File: src/rtl/cpu_types_pkg.sv
// ============================================================================
// Module     : cpu_types_pkg
// Description: Shared CPU datapath types and constants.
// Revision   : 1.0
// ============================================================================
`default_nettype none

package cpu_types_pkg;

    localparam int WORD_W = 32;

    typedef logic [WORD_W-1:0] word_t;
    typedef logic [4:0]        regbits_t;

    localparam regbits_t REG_ZERO = 5'd0;

endpackage

`default_nettype wire

File: src/rtl/register_file_mp_if.sv
// ============================================================================
// Module     : register_file_mp_if
// Description: Read/write/claim bundle between pipeline stages and the GPR file.
// Revision   : 1.0
// ============================================================================
`default_nettype none

interface register_file_mp_if
    import cpu_types_pkg::*;
#(
    parameter int NREAD  = 2,
    parameter int NWRITE = 1,
    parameter int NREGS  = 32
) ();

    localparam int AW = $clog2(NREGS);

    logic [NREAD*AW-1:0]      rsel;
    logic [NREAD*WORD_W-1:0]  rdat;
    logic [NREAD-1:0]         rbusy;
    logic [NWRITE-1:0]        wen;
    logic [NWRITE*AW-1:0]     wsel;
    logic [NWRITE*WORD_W-1:0] wdat;
    logic                     claim_en;
    logic [AW-1:0]            claim_sel;
    logic [NREGS-1:0]         busy_vec;

    modport rf (
        input  rsel, wen, wsel, wdat, claim_en, claim_sel,
        output rdat, rbusy, busy_vec
    );

    modport tb (
        output rsel, wen, wsel, wdat, claim_en, claim_sel,
        input  rdat, rbusy, busy_vec
    );

endinterface

`default_nettype wire

File: src/rtl/rf_scoreboard.sv
// ============================================================================
// Module     : rf_scoreboard
// Description: One busy bit per register; decode claims, writeback releases.
// Revision   : 1.0
// ============================================================================
`default_nettype none

module rf_scoreboard
    import cpu_types_pkg::*;
#(
    parameter int NREGS  = 32,
    parameter int NWRITE = 1,
    localparam int AW    = $clog2(NREGS)
) (
    input  wire logic                 clk,
    input  wire logic                 n_rst,
    input  wire logic                 claim_en_i,
    input  wire logic [AW-1:0]        claim_sel_i,
    input  wire logic [NWRITE-1:0]    wen_i,
    input  wire logic [NWRITE*AW-1:0] wsel_i,
    output logic      [NREGS-1:0]     busy_vec_o
);

    localparam logic [AW-1:0] SEL_ZERO = AW'(REG_ZERO);

    logic [NREGS-1:0] set_vec;
    logic [NREGS-1:0] clr_vec;
    logic [NREGS-1:0] busy_d;
    logic [NREGS-1:0] busy_q;

    always_comb begin
        set_vec = '0;
        clr_vec = '0;
        if (claim_en_i) begin
            set_vec[claim_sel_i] = 1'b1;
        end
        for (int w = 0; w < NWRITE; w++) begin
            if (wen_i[w]) begin
                clr_vec[wsel_i[w*AW +: AW]] = 1'b1;
            end
        end
        // A fresh claim outranks the retiring writeback of the older producer.
        busy_d           = (busy_q & ~clr_vec) | set_vec;
        busy_d[SEL_ZERO] = 1'b0;
    end

    always_ff @(posedge clk or negedge n_rst) begin
        if (!n_rst) begin
            busy_q <= '0;
        end else begin
            busy_q <= busy_d;
        end
    end

    assign busy_vec_o = busy_q;

endmodule

`default_nettype wire

File: src/rtl/register_file_mp.sv
// ============================================================================
// Module     : register_file_mp
// Description: Multi-ported MIPS GPR file with write bypass and busy scoreboard.
// Revision   : 1.0
// ============================================================================
`default_nettype none

module register_file_mp
    import cpu_types_pkg::*;
#(
    parameter int NREAD  = 2,
    parameter int NWRITE = 1,
    parameter int BYPASS = 1,
    parameter int NREGS  = 32
) (
    input  wire logic       clk,
    input  wire logic       n_rst,
    register_file_mp_if.rf  bus
);

    localparam int AW = $clog2(NREGS);
    localparam logic [AW-1:0] SEL_ZERO = AW'(REG_ZERO);

    word_t                    regs_q [NREGS];
    word_t                    regs_d [NREGS];
    logic [NREGS-1:0]         busy_vec;
    logic [AW-1:0]            wr_sel;
    logic [AW-1:0]            rd_sel;
    logic                     rd_hit;
    logic                     rd_claimed;
    logic [NREAD*WORD_W-1:0]  rdat_c;
    logic [NREAD-1:0]         rbusy_c;

    // Ascending port order lets the highest-index writer land last.
    always_comb begin
        regs_d = regs_q;
        wr_sel = '0;
        for (int w = 0; w < NWRITE; w++) begin
            wr_sel = bus.wsel[w*AW +: AW];
            if (bus.wen[w] && (wr_sel != SEL_ZERO)) begin
                regs_d[wr_sel] = bus.wdat[w*WORD_W +: WORD_W];
            end
        end
    end

    always_ff @(posedge clk or negedge n_rst) begin
        if (!n_rst) begin
            for (int r = 0; r < NREGS; r++) begin
                regs_q[r] <= '0;
            end
        end else begin
            regs_q <= regs_d;
        end
    end

    rf_scoreboard #(
        .NREGS  (NREGS),
        .NWRITE (NWRITE)
    ) u_scoreboard (
        .clk         (clk),
        .n_rst       (n_rst),
        .claim_en_i  (bus.claim_en),
        .claim_sel_i (bus.claim_sel),
        .wen_i       (bus.wen),
        .wsel_i      (bus.wsel),
        .busy_vec_o  (busy_vec)
    );

    always_comb begin
        rdat_c     = '0;
        rbusy_c    = '0;
        rd_sel     = '0;
        rd_hit     = 1'b0;
        rd_claimed = 1'b0;
        for (int p = 0; p < NREAD; p++) begin
            rd_sel                        = bus.rsel[p*AW +: AW];
            rd_hit                        = 1'b0;
            rdat_c[p*WORD_W +: WORD_W]    = regs_q[rd_sel];
            rbusy_c[p]                    = busy_vec[rd_sel];
            if (BYPASS != 0) begin
                for (int w = 0; w < NWRITE; w++) begin
                    if (bus.wen[w] && (bus.wsel[w*AW +: AW] == rd_sel)) begin
                        rd_hit                     = 1'b1;
                        rdat_c[p*WORD_W +: WORD_W] = bus.wdat[w*WORD_W +: WORD_W];
                    end
                end
            end
            // A retiring write frees the register unless decode re-claims it now.
            rd_claimed = bus.claim_en && (bus.claim_sel == rd_sel);
            if (rd_hit && !rd_claimed) begin
                rbusy_c[p] = 1'b0;
            end
            if (rd_sel == SEL_ZERO) begin
                rdat_c[p*WORD_W +: WORD_W] = '0;
                rbusy_c[p]                 = 1'b0;
            end
        end
    end

    assign bus.rdat     = rdat_c;
    assign bus.rbusy    = rbusy_c;
    assign bus.busy_vec = busy_vec;

endmodule

`default_nettype wire
File: src/flat_wrapper.sv
// flat-port wrapper written by rule: the top's interface ports become plain ports
module register_file_mp_flat import cpu_types_pkg::*;
#(
    parameter int NREAD  = 2,
    parameter int NWRITE = 1,
    parameter int BYPASS = 1,
    parameter int NREGS  = 32
)
  (clk, n_rst, bus_rsel, bus_wen, bus_wsel, bus_wdat, bus_claim_en, bus_claim_sel, bus_rdat, bus_rbusy, bus_busy_vec);
  register_file_mp_if #(.NREAD(NREAD), .NWRITE(NWRITE), .NREGS(NREGS)) bus_i ();
  input  wire logic clk;
  input  wire logic n_rst;
  input wire logic [$bits(bus_i.rsel)-1:0] bus_rsel;
  input wire logic [$bits(bus_i.wen)-1:0] bus_wen;
  input wire logic [$bits(bus_i.wsel)-1:0] bus_wsel;
  input wire logic [$bits(bus_i.wdat)-1:0] bus_wdat;
  input wire logic [$bits(bus_i.claim_en)-1:0] bus_claim_en;
  input wire logic [$bits(bus_i.claim_sel)-1:0] bus_claim_sel;
  output wire logic [$bits(bus_i.rdat)-1:0] bus_rdat;
  output wire logic [$bits(bus_i.rbusy)-1:0] bus_rbusy;
  output wire logic [$bits(bus_i.busy_vec)-1:0] bus_busy_vec;
  assign bus_i.rsel = bus_rsel;
  assign bus_i.wen = bus_wen;
  assign bus_i.wsel = bus_wsel;
  assign bus_i.wdat = bus_wdat;
  assign bus_i.claim_en = bus_claim_en;
  assign bus_i.claim_sel = bus_claim_sel;
  assign bus_rdat = bus_i.rdat;
  assign bus_rbusy = bus_i.rbusy;
  assign bus_busy_vec = bus_i.busy_vec;
  register_file_mp #(.NREAD(NREAD), .NWRITE(NWRITE), .BYPASS(BYPASS), .NREGS(NREGS)) u_core (.clk(clk), .n_rst(n_rst), .bus(bus_i));
endmodule
File: config.mk
export PLATFORM = sky130hd
export DESIGN_NAME = register_file_mp_flat
export DESIGN_NICKNAME = d
export VERILOG_FILES = /design/src/rtl/cpu_types_pkg.sv /design/src/rtl/register_file_mp_if.sv /design/src/rtl/rf_scoreboard.sv /design/src/rtl/register_file_mp.sv /design/src/flat_wrapper.sv
export SDC_FILE = /design/constraint.sdc
export NUM_CORES = 2
export LEC_CHECK = 0
export CORE_ASPECT_RATIO = 0.7
export CORE_UTILIZATION = 63
export DETAILED_ROUTE_END_ITERATION = 10
export PLACE_DENSITY = 0.79
export SYNTH_ARGS = -nofsm -noshare
export SYNTH_HDL_FRONTEND = slang
export SYNTH_SLANG_ARGS = --single-unit
File: constraint.sdc
create_clock -name clk -period 2.2 [get_ports clk]
set_input_delay 0.22 -clock clk [delete_from_list [all_inputs] [get_ports clk]]
set_output_delay 0.22 -clock clk [all_outputs]
set_load 0.03 [all_outputs]
### After elaboration in Yosys (flattened, before gate mapping)

Index checks and enable logic that the tools add are counted.
W data, S select, Z words.

* flip-flop bits (word level): 1055
* input port bits: 56
* output and inout port bits: 98

* magnitude comparators: 10
* eq/ne operators: 4
* muxes and demuxes: 29
* bitwise gates (word level): 6
* reductions and logical operators: 15

Operators with widths (count)
* $bwmux W1024: 1
* $mux W32: 11
* $bmux W32 S5: 2
* $demux W32 S5: 1
* $and A32 B32 Y32: 1
* $not A32 Y32: 1
* $or A32 B32 Y32: 1
* $lt A5 B6 Y1 const B: 4
* $eq A5 B5 Y1: 4
* $ge A6 B6 Y1 const B: 3
* $not A5 Y6: 3
* $bmux W1 S5: 2
* $demux W1 S5: 2
* $ge A5 B1 Y1 const B: 2
* $logic_and A1 B1 Y1: 10
* $logic_not A5 Y1: 2
* $mux W1: 10
* $lt A6 B1 Y1 const B: 1
* $reduce_bool A5 Y1: 1
* $logic_not A1 Y1: 2

### Longest topological paths before layout

* word-level depth: 8
* gate-level depth with buffers: 9
* depth with buffers taken out: 5

### Hierarchy

A second synthesis with hierarchy kept.

* cell total of the unflattened synthesis: 3945
* area total of the unflattened synthesis: 56935.9 µm²

By module, submodules not included
* register_file_mp: times used 1, cells an instance 3824, area an instance 55653.4 µm², sequential area each 25624.6 µm²
* rf_scoreboard: times used 1, cells an instance 121, area an instance 1282.5 µm², sequential area each 775.7 µm²

### Worst setup path before layout

OpenSTA, ideal clock, no wires.

* path type: input-to-output
* start: in bus_rsel[1]
* end: out bus_rbusy[0]
* data arrival time: 1.933 ns
* setup slack: 0.047 ns
* stages: 8
* path buffers: 4
* path through: buf_2 buf_2 buf_4 buf_2 xor2_1 nor4_1 a31oi_1 a21oi_1

* longest elaborated chain between the ends: 6

RTL lines
* from (decl): line flat_wrapper.sv:13 `input wire logic [$bits(bus_i.rsel)-1:0] bus_rsel;`
* branches (longest 5 deep; another with $bmux W1 S5)
* $mux W1 *: line register_file_mp.sv:93 `if (rd_sel == SEL_ZERO) begin`
* to (decl): line flat_wrapper.sv:20 `output wire logic [$bits(bus_i.rbusy)-1:0] bus_rbusy;`

Every way passes the cells marked *. The select of a mux whose other input is x is not followed.

### Worst setup path in the final report

* start: reg u_core.regs_q[495] in the netlist's numbering
* end: out bus_rdat[47]

* longest elaborated chain between the ends: 5

RTL lines
* from (decl): line register_file_mp.sv:24 `word_t regs_q [NREGS];`
* from (signal assigned): line register_file_mp.sv:52 `regs_q <= regs_d;`
* $bmux W32 S5: line register_file_mp.sv:78 `rdat_c[p*WORD_W +: WORD_W] = regs_q[rd_sel];`
* $mux W32 (implied by the code) (2 in series): line register_file_mp.sv:78
* $mux W32: line register_file_mp.sv:82 `if (bus.wen[w] && (bus.wsel[w*AW +: AW] == rd_sel)) begin`
* $mux W32: line register_file_mp.sv:93
* to (decl): line flat_wrapper.sv:19 `output wire logic [$bits(bus_i.rdat)-1:0] bus_rdat;`

No other way between the ends. The select of a mux whose other input is x is not followed.

==> flow_metrics.py <==
metrics = {
    "status": {
        "outcome": "complete, but fails checks",
        "failed_checks": "negative setup slack",
    },
    "clock_network": {
        "cts_root_buffer": "sky130_fd_sc_hd__clkbuf_16",
        "cts.htree.levels": 3,
        "cts-root-to-sink-buffers": 3,
        "tritoncts_clock_tree": "built",
        "cts_buffers": 102,
        "clk-insertion-delay-late_ns": 0.70,
        "sink_count": 1055,
        "clkTransAtPathRegs_ns": 0.07,
    },
    "worst_setup_path": {
        "critical_path.startpoint_type": "register",
        "timing.critical_path.cells": "mux4_2 > mux2_4 > a221o_1 > a32o_2 > buf_12",
        "critPathMaxFanout": 3,
        "timing.critical_path.required_ns": 1.98,
        "max_stage_delay_ns": 0.51,
        "critical_path.slowest_cell": "sky130_fd_sc_hd__mux4_2",
        "worstSetupEndpointType": "output pin",
        "critPathTopFamily": "multiplexers",
        "arrival_ns": 2.74,
        "cp_num_buf_inv": 1,
        "criticalPathCategory": "register to output pin",
    },
    "sta": {
        "finalHoldWorstSlack_ns": 0.0197,
        "count_of_final_setup_violators": 66,
        "worst_slack_ns": -0.763,
        "hold_viol_final": 0,
        "finalMaxSlewViolations": 0,
        "share_of_the_clock_period_used_by_the_worst_path": 1.35,
        "final_min_period_ns": 2.96,
        "relSlewSlack": 0.482,
        "fin_skew_ns": 0,
        "fmax_mhz": 338,
        "setup_repair_after_global_routing_missed_its_margin": "yes",
        "slew_at_the_pin_closest_to_its_max_slew_limit_ns": 0.775,
    },
    "power": {
        "power.share.clock": 0.312,
        "swShare": 0.295,
        "p_switching_w": 0.0181,
        "share_comb_of_total_power": 0.261,
        "cell_pwr_density_nw_per_um2": 869,
        "ir_drop_uv": 697,
        "pwr-share-seq": 0.428,
        "static_leakage_nw": 31.2,
        "total_power_w": 0.0613,
        "internal_power_w": 0.0432,
    },
    "routing": {
        "postRouteAntennaNets": 0,
        "drt_iter0_drc": 6551,
        "route.detailed.wl_per_inst_um": 36.4,
        "drcViolationCount": 0,
        "dr_total_vias": 43200,
        "post_drt_via_cell_ratio": 7.64,
        "drt_first_pass_iters": 6,
        "drt-total-wl_um": 206000,
    },
    "synth": {
        "synth.mux.area_fraction": 0.412,
        "synthDistinctLibCells": 58,
        "total_of_flip_flops_plus_latches_after_synthesis": 1055,
        "yosys.area_share.simple": 0.0197,
        "combinational_family_with_the_most_area_after_synthesis": "multiplexers",
        "synth-main-ff-cell": "sky130_fd_sc_hd__dfrtp_1",
        "sequential_area_share_after_synthesis": 0.465,
        "ys_warn_count": 0,
        "synth_nets": 3936,
        "synthCells": 3880,
        "top_cells_by_area_in_the_synthesized_netlist": "sky130_fd_sc_hd__dfrtp_1 47%, sky130_fd_sc_hd__mux2_2 19%, sky130_fd_sc_hd__mux4_2 17%",
        "yosys.area_share.adder": 0,
        "yosys.area_share.xor_xnor": 0.00309,
        "synthDominantCellAreaShare": 0.465,
        "synth_area_per_cell_um2": 14.6,
        "synthesis.area_um2": 56700,
        "synth_top_cell_by_area": "sky130_fd_sc_hd__dfrtp_1",
        "synth_compound_gate_area_share": 0.0608,
        "number_of_synthesized_flops_with_an_enable_pin": 0,
        "ys_async_sr_fraction": 1.00,
    },
    "floorplan": {
        "start_util": 0.640,
        "dieArea_um2": 91300,
        "core.rowCount": 91,
        "core_region_area_um2": 88600,
        "die_x_um": 361,
        "chipHeight_um": 253,
        "boundaryPins": 154,
    },
    "final_layout": {
        "post_route_cells_drive_above_1_share": 0.585,
        "fillCellCount": 4560,
        "nets": 4453,
        "final_core_util": 0.796,
        "finish.instance_area_um2": 70500,
        "area_growth_syn_to_layout_pct": 24.3,
    },
    "placed_design": {
        "detailedPlacementHpwl_um": 132000,
        "placement.io_buffers": 152,
        "finalWeightedCongestion": 0.963,
        "cell_area_placed_um2": 65000,
    },
    "global_routing": {
        "first_global_vias": 43400,
        "grt-ovfl-total": 0,
        "antenna_found_initial": 8,
        "track_usage": 0.450,
        "grt_max_degree": 100,
        "first_pass_grt_wire_length_um": 298000,
    },
    "run": {
        "cap_viol_max_count": 0,
    },
    "worst_hold_path": {
        "timing.hold.worst.class": "input pin to asynchronous set/reset pin",
    },
}
-- flip-flops by register name, summed over array words and instances, names as in the netlist --
name                            cells
u_core.regs_q                    1024
u_core.u_scoreboard.busy_vec_o     31
-- repair_timing --
item,in CTS,in global routing
pin swaps,157,54
hold buffers,1,0
endpoints found under the hold margin,494,0
buffers inserted,95,22
endpoints found under the setup margin,66,67
gates resized for setup,190,72
gates cloned,2,0
-- cells in the final DEF, fill, tap and decap left out, drive strengths merged, types with 13 or more instances in the layout --
cell,count
o221ai,39
clkdlybuf4s50,68
clkbuf,143
mux2i,227
a32o,25
nand3,40
nor2,43
nand2,67
mux2,1010
a22oi,151
clkinv,30
a221oi,20
nor3,19
o21ai,50
nor3b,13
a22o,28
mux4,431
a221o,16
buf,785
a21oi,60
dfrtp,1055
-- final cells by class --
cell class              count  area (um2)  share of cell area
diodes                      4        10.0            0.000142
clock buffers             142        3030              0.0429
clock inverters            49         581             0.00823
inverters                   5        18.8            0.000266
multi-input cells        2370       29400               0.417
flip-flops and latches   1055       26400               0.374
well taps                1162        1450              0.0206
repair buffers            863        9660               0.137
-- worst paths after layout --
path / start / endpoint / slack [ns] / cells past startpoint
max: u_core.regs_q[495] / bus_rdat[47] / -0.76 / 5
min: n_rst / u_core.regs_q[617] / 0.02 / 2
max reg2reg: u_core.regs_q[414] / u_core.regs_q[414] / 1.15 / 3
min reg2reg: u_core.regs_q[996] / u_core.regs_q[996] / 0.40 / 0
max in group asynchronous: n_rst / u_core.regs_q[279] / 1.26 / 4
min in group clk: bus_wdat[23] / u_core.regs_q[119] / 0.25 / 2
-- through the flow --
stage	cells	worst slack [ns]	TNS, ns
detailed placement	5349	-0.903	-130.53
CTS	5626	-0.696	-30.67
floorplan	3880	0.0472	0
global placement	5349	-0.866	-103.47
global route	5647	-0.754	-33.89
finish	5650	-0.763	-31.25
-- power groups by stage --
stage,logic [W],registers [W],clock network (W)
2_1_floorplan,0.00919,0.0254,0
3_3_place_gp,0.0139,0.0259,0
3_5_place_dp,0.0142,0.0262,0
4_1_cts,0.0153,0.0259,0.0190
5_1_grt,0.0166,0.0265,0.0198
6_report,0.0160,0.0262,0.0191
-- Yosys cell counts, types with 35 or more instances --
| library cell | number |
|---|---|
| sky130_fd_sc_hd__mux2i_1 | 227 |
| sky130_fd_sc_hd__dfrtp_1 | 1055 |
| sky130_fd_sc_hd__buf_2 | 107 |
| sky130_fd_sc_hd__a21oi_1 | 60 |
| sky130_fd_sc_hd__nor2_1 | 43 |
| sky130_fd_sc_hd__mux2_1 | 42 |
| sky130_fd_sc_hd__nand2_1 | 67 |
| sky130_fd_sc_hd__mux2_2 | 968 |
| sky130_fd_sc_hd__clkbuf_1 | 223 |
| sky130_fd_sc_hd__o221ai_1 | 39 |
| sky130_fd_sc_hd__mux4_2 | 431 |
| sky130_fd_sc_hd__buf_1 | 53 |
| sky130_fd_sc_hd__buf_6 | 35 |
| sky130_fd_sc_hd__nand3_1 | 40 |
| sky130_fd_sc_hd__a22oi_1 | 151 |
| sky130_fd_sc_hd__o21ai_0 | 49 |
-- cell families (layout without fill, tap and decap cells) --
kind of cell	Yosys count	after routing
buffers and inverters	455	1059
AO/OA/AOI/OAI	454	454
multiplexers	1668	1668
XOR/XNOR	20	20
flip-flops	1055	1055
AND/OR/NAND/NOR	227	227
other	1	5
-- metal layers --
layer | part of all wire | vias to the layer above | GRT usage
met5 | 0.00029 | - | 0
met4 | 0.059 | 6 | 0.225
met3 | 0.16 | 908 | 0.190
met2 | 0.42 | 3952 | 0.626
met1 | 0.36 | 22200 | 0.609
li1 | - | 16100 | -
-- worst reg2reg max path: stages (launching register included) --
cell and delay (ns):
sky130_fd_sc_hd__dfrtp_1 0.39, sky130_fd_sc_hd__buf_4 0.15, sky130_fd_sc_hd__buf_4 0.13, sky130_fd_sc_hd__mux2_2 0.26
Power figures use the tool's default switching activity.
